File: src/rtl/hcsr04_pkg.sv
// Shared definitions for the HC-SR04 initiator/responder pair: FSM encoding,
// default tick constants and the echo-width selection rule.
package hcsr04_pkg;

   // Responder protocol phases.
   typedef enum logic [2:0] {
      ST_IDLE,
      ST_TRIG,
      ST_BURST,
      ST_ECHO,
      ST_HOLDOFF
   } state_t;

   // 10 us tick at 50 MHz, and the longest echo the initiator accepts.
   localparam int unsigned HCSR04_CLK_PER_TICK = 500;
   localparam int unsigned HCSR04_MAX_TICKS    = 3800;

   // A request of 0 means "no object"; a request beyond the legal range is
   // reported the same way, so both collapse to the timeout width.
   function automatic logic [15:0] eff_ticks_f(input logic [15:0] req,
                                               input logic [15:0] max_t,
                                               input logic [15:0] timeout_t);
      if (req == 16'd0 || req > max_t) return timeout_t;
      return req;
   endfunction

endpackage

File: src/rtl/hcsr04_tick_gen.sv
// Restartable prescaler: one-cycle tick every CLK_PER_TICK clocks. A restart
// realigns the phase so the first tick lands exactly CLK_PER_TICK cycles later.
module hcsr04_tick_gen #(
   parameter int unsigned CLK_PER_TICK = 500
) (
   input  logic clk,
   input  logic rst_n,
   input  logic restart,
   output logic tick
);

   localparam int unsigned CW = (CLK_PER_TICK > 1) ? $clog2(CLK_PER_TICK) : 1;
   localparam logic [CW-1:0] LAST = CW'(CLK_PER_TICK - 1);

   logic [CW-1:0] cnt_q;

   assign tick = (cnt_q == LAST);

   // Prescaler count: wraps on the tick, clears on restart.
   // NOTE: sequential state uses non-blocking (<=) so every flop samples
   // pre-edge values regardless of statement order.
   always_ff @(posedge clk or negedge rst_n) begin
      if (!rst_n) begin
         cnt_q <= '0;
      end else if (restart || cnt_q == LAST) begin
         cnt_q <= '0;
      end else begin
         cnt_q <= cnt_q + 1'b1;
      end
   end

endmodule

File: src/rtl/hcsr04_responder.sv
// Sensor-side model of the HC-SR04 protocol: qualifies the trigger pulse,
// waits out the burst delay, then returns an echo whose width encodes the
// programmed distance, followed by the sensor re-arm holdoff.
module hcsr04_responder
   import hcsr04_pkg::*;
#(
   parameter int unsigned CLK_PER_TICK      = HCSR04_CLK_PER_TICK,
   parameter int unsigned MIN_TRIG_CYCLES   = 500,
   parameter int unsigned BURST_DELAY_TICKS = 45,
   parameter int unsigned MAX_TICKS         = HCSR04_MAX_TICKS,
   parameter int unsigned TIMEOUT_TICKS     = 3800,
   parameter int unsigned HOLDOFF_TICKS     = 6000
) (
   input  logic        clk,
   input  logic        rst_n,
   input  logic        enable,
   input  logic [15:0] echo_ticks,
   input  logic        trigger,
   output logic        echo,
   output logic        busy,
   output logic        ping_done,
   output logic        trig_err
);

   localparam logic [15:0] MIN_TRIG_W   = 16'(MIN_TRIG_CYCLES);
   localparam logic [15:0] BURST_LAST   = 16'(BURST_DELAY_TICKS - 1);
   localparam logic [15:0] HOLDOFF_LAST = 16'(HOLDOFF_TICKS - 1);
   localparam logic [15:0] MAX_W        = 16'(MAX_TICKS);
   localparam logic [15:0] TIMEOUT_W    = 16'(TIMEOUT_TICKS);

   state_t      state_q, state_d;
   logic        trig_meta_q, trig_s_q, trig_prev_q;
   logic [15:0] width_q;
   logic [15:0] tick_cnt_q;
   logic [15:0] eff_q;
   logic        echo_q, busy_q, ping_done_q, trig_err_q;
   logic        tick, restart;
   logic        trig_rise, trig_fall;

   assign trig_rise = trig_s_q & ~trig_prev_q;
   assign trig_fall = ~trig_s_q & trig_prev_q;
   assign restart   = (state_d != state_q);

   hcsr04_tick_gen #(
      .CLK_PER_TICK(CLK_PER_TICK)
   ) u_tick_gen (
      .clk    (clk),
      .rst_n  (rst_n),
      .restart(restart),
      .tick   (tick)
   );

   // Two-flop synchroniser for the asynchronous trigger plus edge-detect history.
   always_ff @(posedge clk or negedge rst_n) begin
      if (!rst_n) begin
         trig_meta_q <= 1'b0;
         trig_s_q    <= 1'b0;
         trig_prev_q <= 1'b0;
      end else begin
         trig_meta_q <= trigger;
         trig_s_q    <= trig_meta_q;
         trig_prev_q <= trig_s_q;
      end
   end

   // Next-state decision; tick-based exits compare with == on the last tick.
   // NOTE: state_d gets a default before the case so no path leaves it
   // unassigned, which would otherwise infer a latch.
   always_comb begin
      state_d = state_q;
      case (state_q)
         ST_IDLE:    if (trig_rise && enable) state_d = ST_TRIG;
         ST_TRIG:    if (trig_fall) state_d = (width_q >= MIN_TRIG_W) ? ST_BURST : ST_IDLE;
         ST_BURST:   if (tick && tick_cnt_q == BURST_LAST) state_d = ST_ECHO;
         ST_ECHO:    if (tick && tick_cnt_q == eff_q - 16'd1) state_d = ST_HOLDOFF;
         ST_HOLDOFF: if (tick && tick_cnt_q == HOLDOFF_LAST) state_d = ST_IDLE;
         default:    state_d = ST_IDLE;
      endcase
   end

   // FSM state, counters and registered outputs, all derived from the transition.
   always_ff @(posedge clk or negedge rst_n) begin
      if (!rst_n) begin
         state_q     <= ST_IDLE;
         width_q     <= '0;
         tick_cnt_q  <= '0;
         eff_q       <= '0;
         echo_q      <= 1'b0;
         busy_q      <= 1'b0;
         ping_done_q <= 1'b0;
         trig_err_q  <= 1'b0;
      end else begin
         state_q     <= state_d;
         busy_q      <= (state_d != ST_IDLE);
         echo_q      <= (state_d == ST_ECHO);
         ping_done_q <= (state_q == ST_ECHO) && (state_d == ST_HOLDOFF);
         trig_err_q  <= (state_q == ST_TRIG) && (state_d == ST_IDLE);

         // Trigger width: cleared on acceptance of the rising edge, saturating.
         if (state_q == ST_IDLE && state_d == ST_TRIG) begin
            width_q <= '0;
         end else if (state_q == ST_TRIG && trig_s_q && width_q != 16'hFFFF) begin
            width_q <= width_q + 16'd1;
         end

         // Distance is frozen here; later echo_ticks changes wait for the next ping.
         if (state_q == ST_TRIG && state_d == ST_BURST) begin
            eff_q <= eff_ticks_f(echo_ticks, MAX_W, TIMEOUT_W);
         end

         // Tick counter runs only in the timed states and restarts with the prescaler.
         if (restart) begin
            tick_cnt_q <= '0;
         end else if (tick && (state_q == ST_BURST || state_q == ST_ECHO ||
                               state_q == ST_HOLDOFF)) begin
            tick_cnt_q <= tick_cnt_q + 16'd1;
         end
      end
   end

   assign echo      = echo_q;
   assign busy      = busy_q;
   assign ping_done = ping_done_q;
   assign trig_err  = trig_err_q;

endmodule

File: config.mk
export PLATFORM = sky130hd
export DESIGN_NAME = hcsr04_responder
export DESIGN_NICKNAME = d
export VERILOG_FILES = /design/src/rtl/hcsr04_pkg.sv /design/src/rtl/hcsr04_tick_gen.sv /design/src/rtl/hcsr04_responder.sv
export SDC_FILE = /design/constraint.sdc
export NUM_CORES = 1
export LEC_CHECK = 0
export CORE_MARGIN = 5
export CORE_UTILIZATION = 60
export DETAILED_ROUTE_END_ITERATION = 8
export DONT_BUFFER_PORTS = 1
export PLACE_DENSITY_LB_ADDON = 0.25
export SYNTH_ARGS = -nofsm -noshare
export SYNTH_HDL_FRONTEND = slang
export SYNTH_HIERARCHICAL = 1
export SYNTH_SLANG_ARGS = --single-unit
File: constraint.sdc
create_clock -name clk -period 4.3 [get_ports clk]
set_clock_uncertainty 0.2 [all_clocks]
set_input_delay 0.645 -clock clk [delete_from_list [all_inputs] [get_ports clk]]
set_output_delay 0.645 -clock clk [all_outputs]
set_load 0.02 [all_outputs]
==> results of run 1 <==
[per-layer routing]
| metal | share of wire [%] | vias to the layer above |
|---|---|---|
| met5 | 0 | - |
| met4 | 1.6 | 0 |
| met3 | 3.7 | 16 |
| met2 | 50 | 79 |
| met1 | 45 | 1526 |
| li1 | - | 1507 |
[worst paths after layout]
check,depth (start not counted),start,end,slack [ns]
worst max-delay path,11,eff_q[0],u_tick_gen/cnt_q[4],1.02
worst min-delay path,0,trigger,trig_meta_q,0.13
worst max register to register,11,eff_q[0],u_tick_gen/cnt_q[4],1.02
worst min register to register,0,trig_meta_q,trig_s_q,0.15
max in group asynchronous,2,rst_n,tick_cnt_q[0],2.99
min in group asynchronous,2,rst_n,trig_err,0.66
[sequential cells by signal, summed over array words and instances (netlist names)]
signal / flops
tick_cnt_q: 16
trig_meta_q: 1
trig_prev_q: 1
ping_done: 1
width_q: 16
trig_s_q: 1
echo: 1
u_tick_gen/cnt_q: 9
eff_q: 16
trig_err: 1
state_q: 3
busy: 1
[power by group through the flow]
stage	Sequential, W	Clock (W)	Combinational (W)
3_3_place_gp	0.000966	0	0.000470
5_1_grt	0.000987	0.000671	0.000574
3_5_place_dp	0.000970	0	0.000491
6_report	0.000964	0.000629	0.000513
4_1_cts	0.000961	0.000642	0.000513
2_1_floorplan	0.000897	0	0.000435
[cells by family after synthesis]
kind of cell	synth area share, %
flip-flops	42.7
buffers and inverters	3.51
AND/OR/NAND/NOR	23.8
multiplexers	0.255
AO/OA/AOI/OAI	16.5
XOR/XNOR	11.3
adder cells (fa/ha/maj)	1.91
[layout by cell type (no fill, tap or decap), types with 3 or more instances in the layout]
master,instances
a211oi_1,18
a21oi_1,5
a22o_1,6
a31oi_1,7
and2_1,7
and3_1,12
and4_1,3
buf_4,5
bufinv_16,3
clkbuf_8,10
dfrtp_1,67
ha_1,6
inv_1,16
nand2_1,18
nand2b_1,7
nand3_1,14
nand4_1,11
nor2_1,40
nor2b_1,4
nor3_1,14
nor4_1,10
nor4b_1,3
o2111ai_1,4
o21ai_0,9
o22a_1,7
or2_2,3
or3_1,6
xnor2_1,35
xor2_1,13
[cell type report]
| type | count | area share (%) |
|---|---|---|
| sequential | 67 | 39.3 |
| multi-input combinational | 307 | 49.6 |
| timing repair buffer | 7 | 1.76 |
| tap | 77 | 2.26 |
| clock buffer | 11 | 3.32 |
| clock inverter | 5 | 2.35 |
| inverter | 16 | 1.41 |
[per-stage QoR]
step | hold slack (ns) | power [W] | cell area, um^2 | cells | util, %
2_1_floorplan | 0.131 | 0.00133 | 3920 | 407 | -
5_1_grt | 0.104 | 0.00223 | 4260 | 490 | 67.2
6_report | 0.130 | 0.00211 | 4260 | 490 | 67.2
3_5_place_dp | 0.137 | 0.00146 | 3990 | 472 | 62.8
3_3_place_gp | 0.132 | 0.00144 | 3990 | 472 | 62.8
4_1_cts | 0.119 | 0.00212 | 4260 | 490 | 67.2
==> impl_metrics.tcl, run 1 <==
set metrics [dict create \
    worst_pin_slew_ns 0.594 \
    drc 0 \
    routedWlPerCell_um 17.5 \
    die_h_um 90.9 \
    drtAntennaViolNets 0 \
    use_met2_pct 34.1 \
    synth_ff_type "dfrtp_1" \
    synth_cell_type_count 63 \
    holdBufCountCts 2 \
    routed_via_density 6.38 \
    critPathLaunchType "register" \
    antenna_found_initial 0 \
    cts_buffer_depth 2 \
    die_w_um 90.9 \
    cts_tree "done" \
    multi_input_area_mm2 0.00211 \
    netlist_top_cells_count "dfrtp_1, nor2_1, xnor2_1, a211oi_1, nand2_1" \
    register_area_mm2 0.00168 \
    max_freq_mhz 305 \
    ir_drop_mv 0.360 \
    yosysWarnings 6 \
    grt_pass1_wl_um 14400 \
    slew_violations 0 \
    crit_family "simple AND/OR/NAND/NOR gates" \
    finalHoldViolations 0 \
    io_pins 24 \
    vias 3128 \
    status "complete, no violations" \
    powerDensity_mw_per_mm2 494 \
    clockRootBuffer "clkbuf_8" \
    place_hpwl_um 6050 \
    clkTransAtPathRegs_ns 0.07 \
    met3_usage_pct 5.17 \
    grt_pass1_vias 3012 \
    globalRouteMet1Util_pct 28.0 \
    core_mm2 0.00635 \
    antenna_cells 0 \
    initial_core_util_pct 61.8 \
    syn_nets 433 \
    setup_viol 0 \
    avgSynthCellArea_um2 9.64 \
    clock-sinks 67 \
    synth_top_area_share_pct 42.7 \
    cts_buffers 9 \
    cap_violations 0 \
    overflow 0 \
    power.leakage_nw 1.72 \
    syn_to_final_growth_pct 8.71 \
    relSlewSlack_pct 60.0 \
    synth_cells 407 \
    synthesis.area_mm2 0.00392 \
    seqPwrFrac_pct 45.8 \
    cts_resized 0 \
    drive_above_1_share_pct 7.99 \
    setup_tns_ns 0 \
    worstSetupEndpointType "register" \
    critical_path_class "register to register" \
    crit_slowest_cell "or4b_4" \
    hp-class "input port to register" \
    cts_setup_buffers 0 \
    cpPeakStageDelay_ns 0.51 \
    swShare_pct 33.6 \
    io_buffers 0 \
    fin_crit_ns 3.28 \
    yosysMostFrequentCell "dfrtp_1" \
    grt_max_degree 68 \
    crit_chain "inv_1 > ha_1 > or4b_4 > or2_1 > o41ai_2 > nand2_1 > nor4_4 > buf_4 > a21o_1 > a41o_1 > nor2_1" \
    drt_wl_total_um 8560 \
    synth_area_leader_cell "dfrtp_1" \
    crit_required_ns 4.32 \
    ctsHtreeMaxLevel 3 \
    fillCellCount 498 \
    ys_ff_latch 67 \
    clockPowerShare_pct 29.9 \
    fin_nets 434 \
    fin_crit_sh_pct 76.3 \
    critPathBufInv 2 \
    p_comb_share_pct 24.3 \
    async_reset_ff_share_pct 100 \
    fp.dieArea_mm2 0.00825 \
    switching_power_w 0.000707 \
    ys_seq_area_share_pct 42.7 \
    synth.area.top_cells "dfrtp_1, xnor2_1, nor2_1" \
    drt_iter0_markers 151 \
    rsz0062_at_grt "no" \
    place_congestion 0.853 \
    rows 29 \
    pre_cts_slack_ns 1.06 \
    clock_latency_ns 0.34 \
    grt-busiest-layer "met2" \
    first_pass_iters 6 \
    grt_use_total_pct 21.2 \
    crit_arrival_ns 3.30 \
    internal_power_w 0.00140 \
    synth-edff-count 0 \
    cp_max_fo 19 \
    setup_ws_ns 1.02 \
]
No activity file was read; power rests on OpenSTA's default activity.
==> run 2, diff against run 1 <==
Settings changed: CORE_UTILIZATION 60 to 58.
Clock period 4.3 ns to 2.65 ns, I/O delays scaled along.
==> run 2 against run 1 <==
Compared with the run above:
- total power increased by 78%
- sequential power increased by 57%
- register-to-register slack got worse by 1.3 ns
- cell area increased by 14%
- the run now ends with negative setup slack left
- clock-buffer cell count decreased by 1
- setup slack got worse by 1.3 ns
- cell count increased by 12%
- combinational power increased by 130%
==> impl_metrics.tcl, run 2 (synthesized netlist as in run 1, its figures left out) <==
set metrics [dict create \
    multi_input_area_mm2 0.00226 \
    crit_family "simple AND/OR/NAND/NOR gates" \
    cts_tree "done" \
    antenna_cells 0 \
    overflow 0 \
    max_freq_mhz 346 \
    io_pins 24 \
    critical_path_class "register to register" \
    drive_above_1_share_pct 21.6 \
    hold_ws_ns 0.161 \
    grt_pass1_wl_um 16700 \
    grt_pass1_vias 3481 \
    worst_pin_slew_ns 0.575 \
    rsz0062_at_grt "yes" \
    crit_slowest_cell "or4b_4" \
    fin_crit_ns 2.89 \
    syn_to_final_growth_pct 24.5 \
    cap_violations 0 \
    cp_max_fo 5 \
    top_regs "eff_q: 16 flops, tick_cnt_q: 16 flops, width_q: 16 flops" \
    drt_iter0_markers 212 \
    register_area_mm2 0.00168 \
    violations "negative setup slack" \
    setup_ws_ns -0.239 \
    die_w_um 92.2 \
    relSlewSlack_pct 61.7 \
    drtAntennaViolNets 0 \
    drc 0 \
    crit_arrival_ns 2.91 \
    die_h_um 92.2 \
    hp-class "register to register" \
    critPathBufInv 1 \
    io_buffers 0 \
    fillCellCount 460 \
    fin_crit_sh_pct 109 \
    ctsHtreeMaxLevel 3 \
    clockRootBuffer "clkbuf_8" \
    core_mm2 0.00668 \
    place_congestion 0.893 \
    clock-sinks 67 \
    power.leakage_nw 2.02 \
    finalHoldViolations 0 \
    cpPeakStageDelay_ns 0.50 \
    layout_common_cells "dfrtp_1, buf_4, nor2_1, xnor2_1, nand2_1" \
    cts_buffers 9 \
    clock_latency_ns 0.34 \
    initial_core_util_pct 58.7 \
    dpl-instance-area_mm2 0.00422 \
    crit_chain "inv_1 > ha_1 > or4b_4 > or2_4 > o41ai_4 > nand2_2 > nor4_4 > a21o_1 > a41o_1 > nor2_1" \
    powerDensity_mw_per_mm2 766 \
    cts_buffer_depth 2 \
    antenna_found_initial 0 \
    status "complete, but fails checks" \
    fin_nets 489 \
    final_util_pct 73.1 \
    crit_required_ns 2.68 \
    drt_wl_total_um 10300 \
    grt_max_degree 68 \
    clkTransAtPathRegs_ns 0.07 \
    worstSetupEndpointType "register" \
    grt_use_total_pct 24.7 \
    routed_via_density 6.31 \
    fp.dieArea_mm2 0.00851 \
    routedWlPerCell_um 18.8 \
    vias 3460 \
    setup_viol 30 \
    critPathLaunchType "register" \
    ir_drop_mv 0.568 \
    first_pass_iters 4 \
    place_hpwl_um 6410 \
    rows 30 \
    slew_violations 0 \
    final_common_cell "dfrtp_1" \
    design_area_mm2 0.00488 \
]
run 2: cell types whose count changed in the layout (fill, tap and decap cells not counted), sizes merged:
cell	previous run	this run
buf	6	48
clkbuf	11	10
clkinv	2	1
clkinvlp	0	1
dlygate4sd3	1	14
inv	16	17
run 2: final timing paths:
| path | from | to | slack, ns | cells past startpoint |
|---|---|---|---|---|
| setup / recovery | eff_q[0] | u_tick_gen/cnt_q[2] | -0.24 | 10 |
| hold / removal | trig_meta_q | trig_s_q | 0.16 | 0 |
| setup reg to reg | eff_q[0] | u_tick_gen/cnt_q[2] | -0.24 | 10 |
| hold reg to reg | trig_meta_q | trig_s_q | 0.16 | 0 |
| max in group asynchronous | rst_n | busy | 1.56 | 2 |
| min in group asynchronous | rst_n | u_tick_gen/cnt_q[3] | 0.42 | 2 |
run 2: metal layers:
| layer | routed length, um | track usage, % | up-vias |
|---|---|---|---|
| met5 | 0 | 0 | - |
| met2 | 5150 | 40.8 | 124 |
| li1 | - | - | 1610 |
| met1 | 4290 | 31.0 | 1688 |
| met3 | 511 | 6.48 | 38 |
| met4 | 354 | 9.90 | 0 |
run 2: through the flow:
stage	std cells	setup slack [ns]	TNS, ns	total power (W)
5_1_grt	548	-0.379	-9.67	0.00396
3_3_place_gp	505	-0.137	-1.36	0.00247
2_1_floorplan	407	-0.463	-5.11	0.00217
6_report	548	-0.239	-5.88	0.00374
4_1_cts	545	-0.187	-2.66	0.00367
3_5_place_dp	505	-0.219	-3.08	0.00252
run 2: where the power goes:
part           total (W)  internal, W  switching, W
Combinational    0.00118     0.000549      0.000632
Clock            0.00105     0.000652      0.000401
Sequential       0.00151      0.00124      0.000263
Total            0.00374      0.00244       0.00130
run 2: cell type report:
| class | instances | share of cell area [%] |
|---|---|---|
| Clock inverter | 6 | 2.28 |
| Tap cell | 80 | 2.05 |
| Timing Repair Buffer | 62 | 11.0 |
| Multi-Input combinational cell | 307 | 46.2 |
| Sequential cell | 67 | 34.3 |
| Inverter | 16 | 1.23 |
| Clock buffer | 10 | 2.82 |
run 2: what timing repair did:
| action | CTS | global route |
|---|---|---|
| buffers inserted | 6 | 3 |
| hold endpoints to repair | 80 | 0 |
| resized for setup | 20 | 19 |
| pin swaps | 1 | 2 |
| gates cloned | 3 | 0 |
| hold buffers | 15 | 0 |
| endpoints found under the setup margin | 28 | 30 |
==> run 3, diff against run 2 <==
Settings changed: SYNTH_HIERARCHICAL 1 to unset.
==> run 3 against run 2 <==
Compared with the run above:
- the flow still finishes with violations (negative setup slack)
- hold slack lost 0.0092 ns
- maximum frequency shrank 1.1%
- cell count grew 3.3%
- die area shrank 1.4%
- synthesized cell count grew 3.4%
- non-clock buffer count grew 5
- first-iteration DRC count grew 2.4%
- combinational power shrank 8%
==> impl_metrics.tcl, run 3 <==
set metrics [dict create \
    place_hpwl_um 6580 \
    hp-class "register to register" \
    syn_to_final_growth_pct 22.9 \
    drt_iter0_markers 217 \
    overflow 0 \
    synth_compound_area_share_pct 10.6 \
    die_w_um 91.6 \
    cpPeakStageDelay_ns 0.55 \
    violations "negative setup slack" \
    routedWlPerCell_um 16.9 \
    crit_chain "or4_4 > or3_4 > o31ai_2 > nand3_1 > or4_4 > or2_4 > o31a_1" \
    ys_ff_latch 67 \
    fin_nets 510 \
    clock_latency_ns 0.35 \
    crit_required_ns 2.69 \
    synth_cell_type_count 60 \
    multi_input_area_mm2 0.00214 \
    critPathBufInv 0 \
    cts_buffer_depth 2 \
    path_common_cell "or4_4" \
    synth_top_area_share_pct 43.4 \
    top_regs "eff_q: 16 flops, tick_cnt_q: 16 flops, width_q: 16 flops" \
    place_congestion 0.852 \
    grt_pass1_vias 3370 \
    relSlewSlack_pct 51.6 \
    first_pass_iters 6 \
    avgSynthCellArea_um2 9.17 \
    rows 29 \
    ys_seq_area_share_pct 43.4 \
    yosysWarnings 0 \
    setup_ws_ns -0.273 \
    fin_cells 566 \
    critPathLaunchType "register" \
    initial_core_util_pct 60.1 \
    drc 0 \
    startpoint "eff_q[5]" \
    status "complete, but fails checks" \
    layout_common_cells "dfrtp_1, nor2_1, buf_4, nand2_1, xnor2_1" \
    crit_slowest_cell "or4_4" \
    register_area_mm2 0.00168 \
    hold_ws_ns 0.152 \
    powerDensity_mw_per_mm2 737 \
    synth-xor-area-share_pct 11.3 \
    clock-sinks 67 \
    async_reset_ff_share_pct 100 \
    synth_top_family_by_area "simple AND/OR/NAND/NOR gates" \
    worstSetupEndpointType "register" \
    cts_buffers 9 \
    synth_ff_type "dfrtp_1" \
    die_h_um 91.6 \
    final_common_cell "dfrtp_1" \
    slew_violations 0 \
    cap_violations 0 \
    vias 3355 \
    io_buffers 0 \
    dpl-instance-area_mm2 0.00425 \
    clkTransAtPathRegs_ns 0.07 \
    drive_above_1_share_pct 20.2 \
    reg2reg_from "eff_q[5]" \
    antenna_found_initial 0 \
    antenna_cells 0 \
    io_pins 24 \
    clockRootBuffer "clkbuf_8" \
    synth-edff-count 0 \
    finalHoldViolations 0 \
    synthesis.area_mm2 0.00386 \
    core_mm2 0.00642 \
    grt_use_total_pct 24.1 \
    synth_area_leader_cell "dfrtp_1" \
    fp.dieArea_mm2 0.00839 \
    holdCritStartpoint "trig_meta_q" \
    synthAdderAreaFrac_pct 1.94 \
    fin_crit_ns 2.92 \
    synth_cells 421 \
    routed_via_density 5.93 \
    netlist_top_cells_count "dfrtp_1, nor2_1, nand2_1, xnor2_1, nand3_1" \
    rsz0062_at_grt "yes" \
    crit_family "simple AND/OR/NAND/NOR gates" \
    synth.area.top_cells "dfrtp_1, xnor2_1, nor2_1" \
    final_util_pct 73.8 \
    dpl.cell_count 532 \
    fin_crit_sh_pct 110 \
    grt_max_degree 68 \
    cp_max_fo 6 \
    setup_viol 21 \
    ctsHtreeMaxLevel 3 \
    yosysMostFrequentCell "dfrtp_1" \
    grt_pass1_wl_um 16200 \
    crit_arrival_ns 2.96 \
    ir_drop_mv 0.623 \
    power.leakage_nw 2.10 \
    drt_wl_total_um 9590 \
    synthSimpleGateAreaFrac_pct 28.8 \
    worst_pin_slew_ns 0.719 \
    synth.mux.area_fraction_pct 0.551 \
    design_area_mm2 0.00474 \
    critical_path_class "register to register" \
    drtAntennaViolNets 0 \
    syn_nets 447 \
    max_freq_mhz 342 \
    cts_tree "done" \
    fillCellCount 450 \
]
## run 3: changes by cell type after synthesis, sizes merged, moves of 5 or more
cell	before	now
nand3	14	25
a211oi	18	2
nand2b	7	1
nor2	40	59
nor4	12	7
xnor2	35	26
nand2	18	39
xor2	13	24
and3	12	6
a31oi	7	1
## run 3: final timing paths
kind	cells after the start	slack [ns]	to
setup / recovery	7	-0.27	state_q[1]
hold / removal	0	0.15	trig_s_q
setup reg to reg	7	-0.27	state_q[1]
hold reg to reg	0	0.15	trig_s_q
max in group asynchronous	2	1.56	u_tick_gen.cnt_q[5]
min in group asynchronous	2	0.40	eff_q[12]
## run 3: timing repair
action,CTS,global route
hold endpoints to repair,80,0
resized for setup,17,5
gates cloned,0,0
setup endpoints to repair,21,28
pin swaps,6,1
hold buffers,15,0
buffers inserted,2,1
## run 3: cell families after synthesis
group                    count (synthesis)
flip-flops                              67
XOR/XNOR                                50
AO/OA/AOI/OAI                           55
multiplexers                             2
adder cells (fa/ha/maj)                  6
AND/OR/NAND/NOR                        213
buffers and inverters                   28
## run 3: power by group
part           switching, W  internal [W]  total (W)
Clock              0.000385      0.000527   0.000912
Sequential         0.000263       0.00124    0.00151
Combinational      0.000565      0.000513    0.00108
## run 3: cell type report
class / instances / area share, %
Clock buffer: 11 / 2.77
Clock inverter: 5 / 1.64
Inverter: 13 / 1.03
Multi-Input combinational cell: 326 / 45.2
Sequential cell: 67 / 35.4
Tap cell: 77 / 2.03
Timing Repair Buffer: 67 / 12.0
## run 3: layer usage
metal	share of wire (%)	global-route usage, %	up-vias
met1	41	31.6	1612
met2	51	39.0	113
li1	-	-	1607
met5	0	0	-
met3	6.2	5.87	23
met4	2.0	8.04	0
## run 3: metrics by stage
step / power, W / setup TNS (ns) / worst slack (ns)
finish: 0.00350 / -5.25 / -0.273
global route: 0.00372 / -7.21 / -0.369
CTS: 0.00348 / -5.25 / -0.274
detailed placement: 0.00249 / -7.60 / -0.415
global placement: 0.00244 / -6.15 / -0.341
floorplan: 0.00213 / -4.88 / -0.395
